[src/rtl/mem_seq_arbiter.sv]
// Sequencing arbiter: serializes fetch and load/store requests onto a single byte-wide
// memory port, reassembling read bytes little-endian.
module mem_seq_arbiter #(
    parameter int unsigned ADDR_W = 32
) (
    input  logic              clk,
    input  logic              rst,
    input  logic              if_req,
    input  logic [ADDR_W-1:0] if_addr,
    output logic              if_done,
    output logic [31:0]       if_inst,
    input  logic              ls_req,
    input  logic              ls_we,
    input  logic [1:0]        ls_size,
    input  logic [ADDR_W-1:0] ls_addr,
    input  logic [31:0]       ls_wdata,
    output logic              ls_done,
    output logic [31:0]       ls_rdata,
    input  logic [7:0]        mem_din,
    output logic              mem_wr,
    output logic [ADDR_W-1:0] mem_a,
    output logic [7:0]        mem_dout,
    output logic              busy
);

    typedef enum logic [1:0] {
        StIdle,
        StRd,
        StWr,
        StDone
    } state_e;

    state_e            r_state;
    state_e            w_state_next;

    logic              r_port_ls;
    logic [ADDR_W-1:0] r_base;
    logic [2:0]        r_n;
    logic [2:0]        r_k;
    logic [31:0]       r_wdata;
    logic [31:0]       r_asm;
    logic [31:0]       r_if_inst;
    logic [31:0]       r_ls_rdata;

    logic              w_grant_ls;
    logic              w_grant_if;
    logic [2:0]        w_n_ls;
    logic              w_rd_last;
    logic              w_wr_last;
    logic [31:0]       w_asm_next;
    logic [ADDR_W-1:0] w_k_ext;

    // Load/store has fixed priority over fetch.
    assign w_grant_ls = (r_state == StIdle) && ls_req;
    assign w_grant_if = (r_state == StIdle) && !ls_req && if_req;

    always_comb begin
        w_n_ls = 3'd4;
        case (ls_size)
            2'b00:   w_n_ls = 3'd1;
            2'b01:   w_n_ls = 3'd2;
            default: w_n_ls = 3'd4;
        endcase
    end

    // RD spends one extra cycle (k == n) to collect the last byte.
    assign w_rd_last = (r_k == r_n);
    assign w_wr_last = (r_k == (r_n - 3'd1));
    assign w_k_ext   = {{(ADDR_W-3){1'b0}}, r_k};

    // Data returned in cycle k belongs to the address issued in cycle k-1.
    always_comb begin
        w_asm_next = r_asm;
        if (r_state == StRd) begin
            case (r_k)
                3'd1:    w_asm_next[7:0]   = mem_din;
                3'd2:    w_asm_next[15:8]  = mem_din;
                3'd3:    w_asm_next[23:16] = mem_din;
                3'd4:    w_asm_next[31:24] = mem_din;
                default: ;
            endcase
        end
    end

    always_comb begin
        w_state_next = r_state;
        unique case (r_state)
            StIdle: begin
                if (w_grant_ls) begin
                    w_state_next = ls_we ? StWr : StRd;
                end else if (w_grant_if) begin
                    w_state_next = StRd;
                end
            end
            StRd: begin
                if (w_rd_last) begin
                    w_state_next = StDone;
                end
            end
            StWr: begin
                if (w_wr_last) begin
                    w_state_next = StDone;
                end
            end
            StDone:  w_state_next = StIdle;
            default: w_state_next = StIdle;
        endcase
    end

    always_ff @(posedge clk) begin
        if (rst) begin
            r_state    <= StIdle;
            r_port_ls  <= 1'b0;
            r_base     <= '0;
            r_n        <= 3'd0;
            r_k        <= 3'd0;
            r_wdata    <= 32'd0;
            r_asm      <= 32'd0;
            r_if_inst  <= 32'd0;
            r_ls_rdata <= 32'd0;
        end else begin
            r_state <= w_state_next;
            unique case (r_state)
                StIdle: begin
                    if (w_grant_ls || w_grant_if) begin
                        r_port_ls <= w_grant_ls;
                        r_base    <= w_grant_ls ? ls_addr : if_addr;
                        r_n       <= w_grant_ls ? w_n_ls : 3'd4;
                        r_wdata   <= w_grant_ls ? ls_wdata : 32'd0;
                        r_k       <= 3'd0;
                        r_asm     <= 32'd0;
                    end
                end
                StRd: begin
                    r_asm <= w_asm_next;
                    r_k   <= r_k + 3'd1;
                    // Publish on the way into DONE so the word is valid alongside the done pulse.
                    if (w_rd_last) begin
                        if (r_port_ls) begin
                            r_ls_rdata <= w_asm_next;
                        end else begin
                            r_if_inst <= w_asm_next;
                        end
                    end
                end
                StWr: begin
                    r_k <= r_k + 3'd1;
                end
                StDone: ;
                default: ;
            endcase
        end
    end

    always_comb begin
        if_done  = 1'b0;
        ls_done  = 1'b0;
        mem_wr   = 1'b0;
        mem_a    = '0;
        mem_dout = 8'd0;
        busy     = (r_state != StIdle);
        unique case (r_state)
            StIdle: ;
            StRd: begin
                if (!w_rd_last) begin
                    mem_a = r_base + w_k_ext;
                end
            end
            StWr: begin
                mem_wr = 1'b1;
                mem_a  = r_base + w_k_ext;
                case (r_k[1:0])
                    2'd0:    mem_dout = r_wdata[7:0];
                    2'd1:    mem_dout = r_wdata[15:8];
                    2'd2:    mem_dout = r_wdata[23:16];
                    default: mem_dout = r_wdata[31:24];
                endcase
            end
            StDone: begin
                if_done = !r_port_ls;
                ls_done = r_port_ls;
            end
            default: ;
        endcase
    end

    assign if_inst  = r_if_inst;
    assign ls_rdata = r_ls_rdata;

endmodule
[config.mk]
export PLATFORM = sky130hd
export DESIGN_NAME = mem_seq_arbiter
export DESIGN_NICKNAME = d
export VERILOG_FILES = /design/src/rtl/mem_seq_arbiter.sv
export SDC_FILE = /design/constraint.sdc
export NUM_CORES = 1
export LEC_CHECK = 0
export ABC_CLOCK_PERIOD_IN_PS = 3500
export CAP_MARGIN = 20
export CORE_MARGIN = 3
export CORE_UTILIZATION = 49
export DETAILED_ROUTE_END_ITERATION = 16
export PLACE_DENSITY = 0.78
export SETUP_SLACK_MARGIN = 0.5
export SLEW_MARGIN = 20
export SYNTH_ARGS = -nofsm -noshare
export SYNTH_HDL_FRONTEND = slang
export SYNTH_SLANG_ARGS = --single-unit
[constraint.sdc]
create_clock -name clk -period 3.5 [get_ports clk]
set_clock_uncertainty 0.15 [all_clocks]
set_input_delay 0.7 -clock clk [delete_from_list [all_inputs] [get_ports clk]]
set_output_delay 0.7 -clock clk [all_outputs]
set_load 0.01 [all_outputs]
== After elaboration in Yosys (flattened, before gate mapping) ==
Cells that the tools add are included.
Widths: inputs -> output; s select.

* Register bits after elaboration: 169
* Input port bits: 111
* Output and inout port bits: 108

* Add/sub/neg operators: 3
* Equal/unequal tests: 16
* Mux-type cells: 25
* Bitwise gates (word level): 1
* Reduce and logical (&&, ||, !) cells: 19

{| class="wikitable"
|+ Operators by type and width
! kind !! count
|-
| $mux 32 || 4
|-
| $pmux 32 s2 || 2
|-
| $mux 8 || 5
|-
| $add 32x3->32 || 1
|-
| $pmux 8 s3 || 1
|-
| $pmux 3 s2 || 2
|-
| $mux 2 || 5
|-
| $reduce_and 3->1 || 3
|-
| $pmux 2 s4 || 1
|-
| $eq 2x1->1 const B || 3
|-
| $eq 2x2->1 const B || 3
|-
| $eq 3x2->1 const B || 2
|-
| $eq 3x3->1 || 2
|-
| $logic_not 2->1 || 3
|-
| $mux 3 || 2
|-
| $reduce_and 2->1 || 3
|-
| $reduce_bool 2->1 || 3
|-
| $ne 2x2->1 const B || 2
|-
| $add 3x1->3 const B || 1
|-
| $eq 3x1->1 const B || 1
|-
| $eq 3x3->1 const B || 1
|-
| $logic_and 1x1->1 || 3
|-
| $mux 1 || 3
|-
| $ne 3x3->1 const B || 1
|-
| other kinds (6) || 7
|}

== Depth between registers and ports, before layout ==
Gate-level depths: netlist of run 1.

* Word-level depth: 6
* Gate-level depth with buffers: 10
* Gate-level depth less buffers: 7

== Worst setup path after synthesis of run 1 ==
OpenSTA, ideal clock, no wires.

* Kind: register to output
* Start: reg r_k[0]
* End: out mem_a[18]
* Arrival time: 2.317 ns
* Path slack: 0.333 ns
* Stages on the path, launching flop included: 9
* Path buffers: 1
* Cells stage by stage: dfxtp_1 ha_1 inv_1 fa_1 nor2b_1 o2111ai_1 clkbuf_1 or3_1 a21oi_1

* Word-level cells in the longest chain between the ends: 3

{| class="wikitable"
|+ Ends and longest elaborated chain
! what !! RTL line !! RTL
|-
| start: declaration || 39 || <nowiki>logic [2:0] r_k;</nowiki>
|-
| start signal: assignment || 136 || <nowiki>r_k <= r_k + 3'd1;</nowiki>
|-
| start signal: assignment || 147 || <nowiki>r_k <= r_k + 3'd1;</nowiki>
|-
| $add 32x3->32 / $eq 3x3->1 (equally long branches) || 166, 171, 67 ||
|-
| $mux 32 || 165 || <nowiki>if (!w_rd_last) begin</nowiki>
|-
| $pmux 32 s2 (*) || 162 || <nowiki>unique case (r_state)</nowiki>
|-
| end: declaration || 21 || <nowiki>output logic [ADDR_W-1:0] mem_a,</nowiki>
|}

Every way passes the cells marked *; elsewhere a longest branch is shown, timed or not.

== Worst setup path after layout of run 1 ==
* Start: reg r_k[0]
* End: out mem_a[20]

Same word-level chain as after synthesis.

==> results.md, run 1 <==
* Worst r2r src: r_k[0]
* Status: finished clean
* Cell Area, Synth at 8030 um2
* Seq pwr share at 34.3%
* Htree depth at 4
* I/O Buffers at 218
* Largest net degree at the start of global routing at 85
* Gr ovfl total at 0
* Placeable core region at 15,900 um2
* # IOs at 219
* Leakage power figure at 0.00423 uW
* FFs w/ async S/R, synth at 0%
* CTS tree: done
* First-pass GRT wire length at 40.3 mm
* Initial Utilization at 50.3%
* Post-place setup slack at -71.5 ps
* Final setup viols at 0
* Vias in the first global route at 7,702
* Switch Pwr at 2760 uW
* Cell Pwr Density at 621 nW/um2
* Cts bufs inserted at 17
* WHS Endpoint: if_inst[9]
* Fillcell total at 1,190
* Fin. Hold Viols at 0
* Yosys reg bits at 169
* Die width at 134 um
* Clk Tree Root Cell: clkbuf_16
* Max Cap Viol at 0
* Post-synth EDFFs at 0
* Die H at 134 um
* Slew @ Worst Pin at 896 ps
* CP endpoint kind: primary output
* Worst r2r path cells at 10
* Post-route DRC at 0
* Most frequent cell after synthesis: dfxtp_1
* R2R Setup Slk at 750 ps
* Wire length on met3 at 1.94 mm
* Max Freq at 290 MHz
* Drt wl/cell at 18.7 um
* Mapped Avg Cell Area at 8.30 um2
* Ratio of cells with drive above 1 in the final layout at 18.1%
* Worst Path Max Fanout at 4
* Worst IR Drop VDD at 0.492 mV
* Most common flop cell mapped by yosys: dfxtp_1
* Final antenna-violating net count at 0
* Metal-1 WL at 11.1 mm
* CP required at 2650 ps
* Area grow syn2layout at 45.9%
* Num rows at 46
* Post-DP HPWL at 16.4 mm
* Yosys cell types at 47
* Ys Warns at 0
* RSZ-0062 raised after global routing: yes
* Pre-antenna DRT Iters at 5
* Clock share of power at 25.3%
* Hold Path Depth at 2
* Bufs on Longest Clock Path at 2
* Nets at 1,309
* Post-Route WL at 26.5 mm
* Final WS setup at 51.7 ps
* Crit path time final at 3450 ps
* Clock Pin Slew Worst Setup and Hold Paths at 70 ps
* Fin util at 73.4%
* Slew HR at 40.3%
* Clk_lat worst skew at 420 ps
* Placer congestion estimate at 0.916
* Post-Synthesis Net Count at 1,092
* Arrival time worst endpoint at 2600 ps
* Fin crit share at 98.5%
* Class of the worst hold path: reg2reg
* Seq/Total Area, Yosys at 42.2%
* Top cells by area, synth: dfxtp_1 42%, a22oi_1 6.1%, a21oi_1 5.7%, nor2_1 5.4%, nand2_1 4.2%
* TritonCTS Sinks at 169
* Total Routing Usage GR at 27.6%
* Internal at 4510 uW
* Post-synth top area share at 42.2%
* Post-Synthesis Cells at 967
* Max-slew violation count at 0
* RR Endpoint: if_inst[22]
* Number of DRC markers in iteration 0 at 880
* Sw frac at 37.9%
* Hold Path Origin: if_inst[9]
* Largest area contributor in the netlist: dfxtp_1
* Design Power at 7270 uW
* WHS at 326 ps
* Total Die Area at 17,900 um2
* Initial antenna violation count at 2
* Via-to-Cell Ratio at 5.92
* Part of the power in combinational logic at 40.4%
* Most common library cells after synthesis: 169 x dfxtp_1, 116 x nor2_1, 91 x a21oi_1
* DR WL met2 at 12.6 mm
* Crit Path Category: reg2out
* Crit start category: flop
* Uppermost layer routed: met4
* DR vias at 8,379
## sequential cells by signal, summed over array words and instances (netlist names)
register	count
ls_rdata	32
r_base	32
r_n	3
r_wdata	32
r_k	3
r_state	2
r_port_ls	1
r_asm	32
if_inst	32
## cells by family after synthesis
logic type	after synthesis	synth area share [%]
and+or+nand+nor	314	18.6
AOI/OAI and AO/OA	312	25.6
DFF	169	42.2
buffers and inverters	110	5.46
muxes	32	3.99
xor gates and xnor gates	16	1.93
adders and majority gates	14	2.28
## layer usage
layer	GRT usage, %	up-vias
li1	-	3962
met1	37.0	4021
met2	43.9	330
met3	5.48	66
met4	11.5	0
met5	0	-
## worst max-delay path, stage by stage, from the launching register on
cell and delay [ps]:
dfxtp_2 360, ha_4 140, inv_2 40, fa_2 370, nor2b_4 170, buf_4 140, buf_4 120, o2111ai_4 150
or3_4 420, a21oi_2 130, buf_2 140
## power by group through the flow
stage	Clock, uW	Combinational, uW	Sequential, uW
after floorplan	0	1570	2440
after CTS	1850	2650	2460
after global placement	0	2390	2470
after detailed placement	0	2420	2480
after global routing	1940	3170	2520
final	1840	2940	2490
## final cells by class
| type | count | area, um2 | area share [%] |
|---|---|---|---|
| antenna | 2 | 5.00 | 0.0428 |
| timing repair buffer | 294 | 2790 | 23.8 |
| tap | 216 | 270 | 2.31 |
| sequential | 169 | 3390 | 29.0 |
| multi-input combinational | 689 | 4620 | 39.5 |
| clock buffer | 22 | 474 | 4.05 |
| clock inverter | 10 | 106 | 0.909 |
| inverter | 13 | 52.6 | 0.449 |
## cell usage in the layout (no fill, tap or decap), types with 6 or more instances in the layout
| cell | n |
|---|---|
| dfxtp_1 | 164 |
| a222oi_1 | 8 |
| and2_1 | 13 |
| ha_1 | 6 |
| buf_4 | 46 |
| clkdlybuf4s50_1 | 177 |
| a21oi_2 | 16 |
| xnor2_1 | 7 |
| nand3_1 | 6 |
| a21oi_1 | 75 |
| mux2i_1 | 32 |
| buf_6 | 22 |
| o21ai_0 | 43 |
| xor2_1 | 7 |
| a22oi_1 | 65 |
| or3_1 | 40 |
| and4_1 | 7 |
| a311oi_1 | 33 |
| buf_2 | 35 |
| inv_1 | 10 |
| nand2_1 | 89 |
| or4_4 | 9 |
| a211oi_1 | 33 |
| buf_12 | 6 |
| nand4_1 | 7 |
| clkbuf_16 | 19 |
| o21ai_1 | 9 |
| ha_4 | 6 |
| nor2_1 | 113 |
## how the worst max path moves through the flow
stage                     startpoint  cells after the start  slack [ps]         to
final                         r_k[0]                     10          50  mem_a[20]
after global routing          r_k[0]                     10         -20  mem_a[20]
after CTS                     r_k[0]                      9          50  mem_a[26]
after detailed placement   r_base[0]                      8         -70  mem_a[26]
after global placement     r_base[0]                      8          20  mem_a[26]
after floorplan               r_k[1]                      8         510  mem_a[18]
## what timing repair did
| item | 4_1_cts | 5_1_grt |
|---|---|---|
| pin swaps | 56 | 22 |
| cloned | 2 | 2 |
| setup endpoints to repair | 40 | 40 |
| hold buffers | 0 | 0 |
| gates resized for setup | 206 | 62 |
| buffers inserted | 25 | 16 |
## metrics by stage
stage	area [um2]	std cells	setup TNS [ps]
2_1_floorplan	8050	967	0
5_1_grt	11700	1415	-19.6
3_5_place_dp	10400	1336	-207
6_report	11700	1415	0
4_1_cts	11400	1395	0
3_3_place_gp	10400	1336	0
Note: power is estimated with default switching activity, not from simulation.
==> run 2, diff against run 1 <==
--- a/config.mk
+++ b/config.mk
@@ -10,6 +10,7 @@
 export CORE_MARGIN = 3
 export CORE_UTILIZATION = 49
 export DETAILED_ROUTE_END_ITERATION = 16
+export HOLD_SLACK_MARGIN = 0.03
 export PLACE_DENSITY = 0.78
 export SETUP_SLACK_MARGIN = 0.5
 export SLEW_MARGIN = 20
==> results of run 2 <==
No change in the layout: final DEF, timing and power equal those of run 1.
